[config.mk]
export PLATFORM = sky130hd
export DESIGN_NAME = shift_swap_pipe_flat
export DESIGN_NICKNAME = d
export VERILOG_FILES = /design/src/rtl/shift_swap_pipe_pkg.sv /design/src/rtl/shift_swap_pipe_if.sv /design/src/rtl/shift_swap_pipe_stage_reg.sv /design/src/rtl/shift_swap_pipe.sv /design/src/flat_wrapper.sv
export SDC_FILE = /design/constraint.sdc
export NUM_CORES = 1
export LEC_CHECK = 0
export ABC_AREA = 1
export CAP_MARGIN = 25
export CORE_UTILIZATION = 48
export CTS_CLUSTER_DIAMETER = 80
export CTS_CLUSTER_SIZE = 14
export DETAILED_ROUTE_END_ITERATION = 8
export HOLD_SLACK_MARGIN = 0.15
export PLACE_DENSITY = 0.8
export SLEW_MARGIN = 20
export SYNTH_ARGS = -nofsm -noshare
export SYNTH_HDL_FRONTEND = slang
export SYNTH_SLANG_ARGS = --single-unit
[constraint.sdc]
create_clock -name clk -period 2.6 [get_ports clk]
set_input_delay 0.65 -clock clk [delete_from_list [all_inputs] [get_ports clk]]
set_output_delay 0.65 -clock clk [all_outputs]
set_load 0.03 [all_outputs]
[src/rtl/shift_swap_pipe_pkg.sv]
// Shared definitions for the shift/swap pipeline.
// Contents:
//   mode_e     - operation select codes carried on the 3-bit mode bus.
//                Codes 6 and 7 have no name and are treated as HOLD.
//   MODE_W     - width of the mode bus.
package shift_swap_pipe_pkg;

  localparam int MODE_W = 3;

  typedef enum logic [MODE_W-1:0] {
    MODE_HOLD    = 3'd0,
    MODE_SHIFT   = 3'd1,
    MODE_ROTATE  = 3'd2,
    MODE_SWAP    = 3'd3,
    MODE_REVERSE = 3'd4,
    MODE_CLEAR   = 3'd5
  } mode_e;

endpackage : shift_swap_pipe_pkg

[src/rtl/shift_swap_pipe_if.sv]
// Control and observation bundle for shift_swap_pipe.
// Signals:
//   en         - operation enable; low holds all state
//   mode       - operation select (see shift_swap_pipe_pkg::mode_e)
//   din        - word entering stage 0 on SHIFT
//   stages     - all stage data words, stage k at [k*WIDTH +: WIDTH]
//   dout       - data of the last stage
//   dout_valid - valid flag of the last stage
//   fill       - number of valid stages
//   full/empty - fill == DEPTH / fill == 0
// Modports: master drives en/mode/din, slave (the pipeline) drives the rest.
interface shift_swap_pipe_if #(
  parameter int WIDTH = 8,
  parameter int DEPTH = 4
);
  import shift_swap_pipe_pkg::*;

  localparam int FILL_W = $clog2(DEPTH + 1);

  logic                   en;
  logic [MODE_W-1:0]      mode;
  logic [WIDTH-1:0]       din;
  logic [DEPTH*WIDTH-1:0] stages;
  logic [WIDTH-1:0]       dout;
  logic                   dout_valid;
  logic [FILL_W-1:0]      fill;
  logic                   full;
  logic                   empty;

  modport master (
    output en, mode, din,
    input  stages, dout, dout_valid, fill, full, empty
  );

  modport slave (
    input  en, mode, din,
    output stages, dout, dout_valid, fill, full, empty
  );

endinterface : shift_swap_pipe_if

[src/rtl/shift_swap_pipe_stage_reg.sv]
// One pipeline stage: a WIDTH-bit data word plus its valid flag.
// The next value is chosen by the parent; this block only stores it.
// Ports:
//   clk, rst - clock and synchronous active-high reset
//   load     - capture d_next/v_next on this edge
//   d_next   - next data word
//   v_next   - next valid flag
//   d, v     - stored data word and valid flag
module pipe_stage_reg #(
  parameter int WIDTH = 8
) (
  input  logic             clk,
  input  logic             rst,
  input  logic             load,
  input  logic [WIDTH-1:0] d_next,
  input  logic             v_next,
  output logic [WIDTH-1:0] d,
  output logic             v
);

  // NOTE: non-blocking assignments so every stage captures its
  // neighbours' pre-edge values; blocking here would ripple data
  // through several stages in one cycle.
  always_ff @(posedge clk) begin
    if (rst) begin
      // NOTE: the data word is cleared as well as the valid flag,
      // because dout and stages must read zero straight after reset.
      d <= '0;
      v <= 1'b0;
    end else if (load) begin
      d <= d_next;
      v <= v_next;
    end
  end

endmodule : pipe_stage_reg

[src/rtl/shift_swap_pipe.sv]
// DEPTH-stage pipeline of WIDTH-bit words with per-stage valid flags.
// Supports SHIFT (din into stage 0), ROTATE, SWAP of the end stages,
// REVERSE, CLEAR and HOLD. All operations update every stage from the
// pre-edge contents in a single cycle. Outputs are taken only from the
// stage registers, so no input reaches an output combinationally.
// Ports:
//   clk  - clock, rising edge
//   rst  - synchronous active-high reset, overrides en and mode
//   bus  - shift_swap_pipe_if slave: en/mode/din in, stage state out
module shift_swap_pipe
  import shift_swap_pipe_pkg::*;
#(
  parameter int WIDTH = 8,
  parameter int DEPTH = 4
) (
  input  logic               clk,
  input  logic               rst,
  shift_swap_pipe_if.slave   bus
);

  localparam int FILL_W = $clog2(DEPTH + 1);

  logic [WIDTH-1:0] data_q  [DEPTH];
  logic             valid_q [DEPTH];
  mode_e            mode;

  // Unlisted codes (6, 7) fall to the default branch and hold.
  assign mode = mode_e'(bus.mode);

  for (genvar k = 0; k < DEPTH; k++) begin : g_stage
    // Source stages for this position under each reordering op.
    localparam int PREV = (k + DEPTH - 1) % DEPTH;
    localparam int MIRR = DEPTH - 1 - k;
    localparam int XCHG = (k == 0) ? DEPTH - 1 : ((k == DEPTH - 1) ? 0 : k);

    logic [WIDTH-1:0] d_next;
    logic             v_next;

    always_comb begin
      // NOTE: defaults first so every path assigns both outputs and
      // no latch is inferred; the default is "hold this stage".
      d_next = data_q[k];
      v_next = valid_q[k];
      case (mode)
        MODE_SHIFT: begin
          if (k == 0) begin
            d_next = bus.din;
            v_next = 1'b1;
          end else begin
            d_next = data_q[PREV];
            v_next = valid_q[PREV];
          end
        end
        MODE_ROTATE: begin
          d_next = data_q[PREV];
          v_next = valid_q[PREV];
        end
        MODE_SWAP: begin
          d_next = data_q[XCHG];
          v_next = valid_q[XCHG];
        end
        MODE_REVERSE: begin
          d_next = data_q[MIRR];
          v_next = valid_q[MIRR];
        end
        MODE_CLEAR: begin
          d_next = '0;
          v_next = 1'b0;
        end
        default: ;
      endcase
    end

    pipe_stage_reg #(
      .WIDTH (WIDTH)
    ) u_reg (
      .clk    (clk),
      .rst    (rst),
      .load   (bus.en),
      .d_next (d_next),
      .v_next (v_next),
      .d      (data_q[k]),
      .v      (valid_q[k])
    );
  end : g_stage

  // Flattened stage view and valid population count, from registers only.
  logic [DEPTH*WIDTH-1:0] stages_c;
  logic [FILL_W-1:0]      fill_c;

  always_comb begin
    stages_c = '0;
    fill_c   = '0;
    for (int k = 0; k < DEPTH; k++) begin
      stages_c[k*WIDTH +: WIDTH] = data_q[k];
      fill_c = fill_c + FILL_W'(valid_q[k]);
    end
  end

  assign bus.stages     = stages_c;
  assign bus.dout       = data_q[DEPTH-1];
  assign bus.dout_valid = valid_q[DEPTH-1];
  assign bus.fill       = fill_c;
  assign bus.full       = (fill_c == FILL_W'(DEPTH));
  assign bus.empty      = (fill_c == '0);

endmodule : shift_swap_pipe

[src/flat_wrapper.sv]
// flat-port wrapper written by rule: the top's interface ports become plain ports
module shift_swap_pipe_flat import shift_swap_pipe_pkg::*;
#(
  parameter int WIDTH = 8,
  parameter int DEPTH = 4
)
  (clk, rst, bus_en, bus_mode, bus_din, bus_stages, bus_dout, bus_dout_valid, bus_fill, bus_full, bus_empty);
  shift_swap_pipe_if #(.WIDTH(WIDTH), .DEPTH(DEPTH)) bus_i ();
  input  logic clk;
  input  logic rst;
  input wire logic [$bits(bus_i.en)-1:0] bus_en;
  input wire logic [$bits(bus_i.mode)-1:0] bus_mode;
  input wire logic [$bits(bus_i.din)-1:0] bus_din;
  output wire logic [$bits(bus_i.stages)-1:0] bus_stages;
  output wire logic [$bits(bus_i.dout)-1:0] bus_dout;
  output wire logic [$bits(bus_i.dout_valid)-1:0] bus_dout_valid;
  output wire logic [$bits(bus_i.fill)-1:0] bus_fill;
  output wire logic [$bits(bus_i.full)-1:0] bus_full;
  output wire logic [$bits(bus_i.empty)-1:0] bus_empty;
  assign bus_i.en = bus_en;
  assign bus_i.mode = bus_mode;
  assign bus_i.din = bus_din;
  assign bus_stages = bus_i.stages;
  assign bus_dout = bus_i.dout;
  assign bus_dout_valid = bus_i.dout_valid;
  assign bus_fill = bus_i.fill;
  assign bus_full = bus_i.full;
  assign bus_empty = bus_i.empty;
  shift_swap_pipe #(.WIDTH(WIDTH), .DEPTH(DEPTH)) u_core (.clk(clk), .rst(rst), .bus(bus_i));
endmodule
==> metrics <==
Worst Hold Depth 2; distinct cell type count after synthesis 29; max-cap violations 0; GR Util All Layers 0.2250; vias in the first global route 1989; TritonRoute pass-1 iters 4; WHS 0.5244 ns; crit-path max FO 3; crit path DAT 1.84 ns; min Tclk post-route 2.493 ns; crit start category register; Vias/cell 4.980; syn_nets 359; P_leak 1.357 nW; final global-route overflow total 0; initial core utilization 0.5049; # diodes 0; DR vias 2216; slew margin rel. 0.7434; CTS Sinks 36; maximum clock path buffer count 2; R2R Setup Slk 1.74 ns; Crit Path Category reg -> out; dpl cells 438; Rows 24; commonest non-fill, non-tap cells in the layout nand2_1 (102), clkdlybuf4s50_1 (54), nor2_1 (52), nand3_1 (39); max-slew violation count 0; RSZ-0062 raised after global routing false; port buffer count 59; outcome completed; Num CTS Buffers 5; Post-Syn Area 0.002213 mm²; worst reg2reg path endpoint u_core.g_stage[1].u_reg.d[3]$_SDFFE_PP0P_; VDD IR-drop max 307.9 µV; Die X 69.91 µm; drc violations 0; Final Hold Vio Count 0; flop and latch count out of synthesis 36; leading cell type in the layout, fill and taps excluded nand2_1; clk root buf clkbuf_8; maximum number of pins on one net before global-route repair 37; worst min path class reg -> reg; Syn Inst Count 342; initial antenna violation count 0; crit share post-route 0.9589; core footprint 0.004384 mm²; Routed Antenna Nets 0; Hold Crit Start u_core.g_stage[1].u_reg.d[3]$_SDFFE_PP0P_; placed instance area 0.002766 mm²; synthesis-to-layout area growth 30.58%; Total Wirelength 5300 µm; first-pass GRT wire length 8949 µm; HPWL after DPL 3657 µm; Crit path required time 1.95 ns; crit end category primary output; htree depth 2; RR Startpoint u_core.g_stage[2].u_reg.d[3]$_SDFFE_PP0P_; clk_lat worst skew 0.29 ns; clk slew on worst S/H paths 0.07 ns; final std cells w/o fill 445; layout cells sized above 1 0.1501; final setup fails 0; setup bufs post-CTS 0; Hold Path Sink u_core.g_stage[2].u_reg.d[3]$_SDFFE_PP0P_; Worst Skew 0.002287 ns; register area share after synthesis 0.3256; 1st-iter DRT viols 168; Yosys warnings 0; Slew @ Worst Pin 0.3848 ns; GP Congestion 0.8279; I/O Pins 60; Post-Layout Inst Area 0.002890 mm²; Mean Syn Cell Area 6.472 µm²; Reg2Reg Depth 4; WL/cell 11.91 µm; Die ar. 0.004887 mm²; Layout Nets 410; Power Density 555.9 mW/mm²; CTS tree yes; die height 69.91 µm; Setup TNS 0 ns; fmax 401.1 MHz
-- synth_stat cells, drive strengths merged --
cell type | instances | area, µm²
clkinv | 1 | 3.750
nand2 | 109 | 455.4
nand3 | 40 | 212.7
a21oi | 15 | 93.84
and2 | 1 | 7.510
nor2 | 68 | 300.3
dfxtp | 36 | 720.7
ha | 2 | 25.02
fa | 1 | 20.02
o21ai | 7 | 38.78
clkbuf | 4 | 15.01
inv | 36 | 137.6
buf | 20 | 170.2
nor3b | 1 | 7.510
nor3 | 1 | 5.000
-- where the power goes --
| part | internal [mW] | total [mW] | switching (mW) |
|---|---|---|---|
| logic | 0.215 | 0.533 | 0.318 |
| registers | 0.596 | 0.641 | 0.0443 |
| clock network | 0.236 | 0.432 | 0.196 |
| total | 1.05 | 1.61 | 0.559 |
-- registers in the layout, summed over array words and instances (netlist names) --
register                flops
u_core.g_stage.u_reg.d     32
u_core.g_stage.u_reg.v      4
-- stage by stage --
stage	total power, mW	worst slack [ns]	util
finish	1.607	0.1070	0.6592
global placement	1.172	0.1609	0.6310
detailed placement	1.181	0.09670	0.6310
global route	1.688	0.04764	0.6592
floorplan	1.013	0.03550	-
CTS	1.610	0.01888	0.6558
-- final cells by class --
class                   count  area (µm²)
fillers                   397        1494
multi-input cells         245        1204
flip-flops and latches     36       723.2
repair buffers             68       660.6
inverters                  37       141.4
clock buffers               7       96.34
well taps                  52       65.06
-- cells by family (layout without fill, tap and decap cells) --
group,Yosys count,count (layout),share of synthesized area
fa+ha+maj,3,3,0.02035
flops,36,36,0.3256
buf+inv,61,112,0.1475
simple gates,220,220,0.4466
compound gates,22,22,0.05992
-- critical path: stages, from the launching register on --
cell	delay, ns
dfxtp_2	0.38
ha_4	0.22
fa_2	0.37
ha_4	0.24
nor3b_2	0.17
buf_4	0.18
-- how the worst max path moves through the flow --
stage / startpoint / endpoint / depth (start not counted)
after floorplan: u_core.g_stage[1].u_reg.v$_SDFFE_PP0P_ / bus_full / 4
after global placement: u_core.g_stage[1].u_reg.v$_SDFFE_PP0P_ / bus_fill[2] / 4
after detailed placement: u_core.g_stage[1].u_reg.v$_SDFFE_PP0P_ / bus_fill[2] / 4
after CTS: u_core.g_stage[1].u_reg.v$_SDFFE_PP0P_ / bus_full / 5
after global routing: u_core.g_stage[1].u_reg.v$_SDFFE_PP0P_ / bus_empty / 5
final: u_core.g_stage[1].u_reg.v$_SDFFE_PP0P_ / bus_full / 5
-- layer usage --
| metal | up-vias | GRT usage | routed length, µm |
|---|---|---|---|
| met2 | 86 | 0.3675 | 2485 |
| met5 | - | 0 | 0 |
| li1 | 1138 | - | - |
| met1 | 988 | 0.2978 | 2377 |
| met3 | 4 | 0.05483 | 399 |
| met4 | 0 | 0.05778 | 38 |
-- what timing repair did --
action,in CTS,in global routing
setup endpoints to repair,4,2
gates resized for setup,4,3
hold buffers,0,0
endpoints found under the hold margin,0,0
pin swaps,0,2
Power figures use the tool's default switching activity.
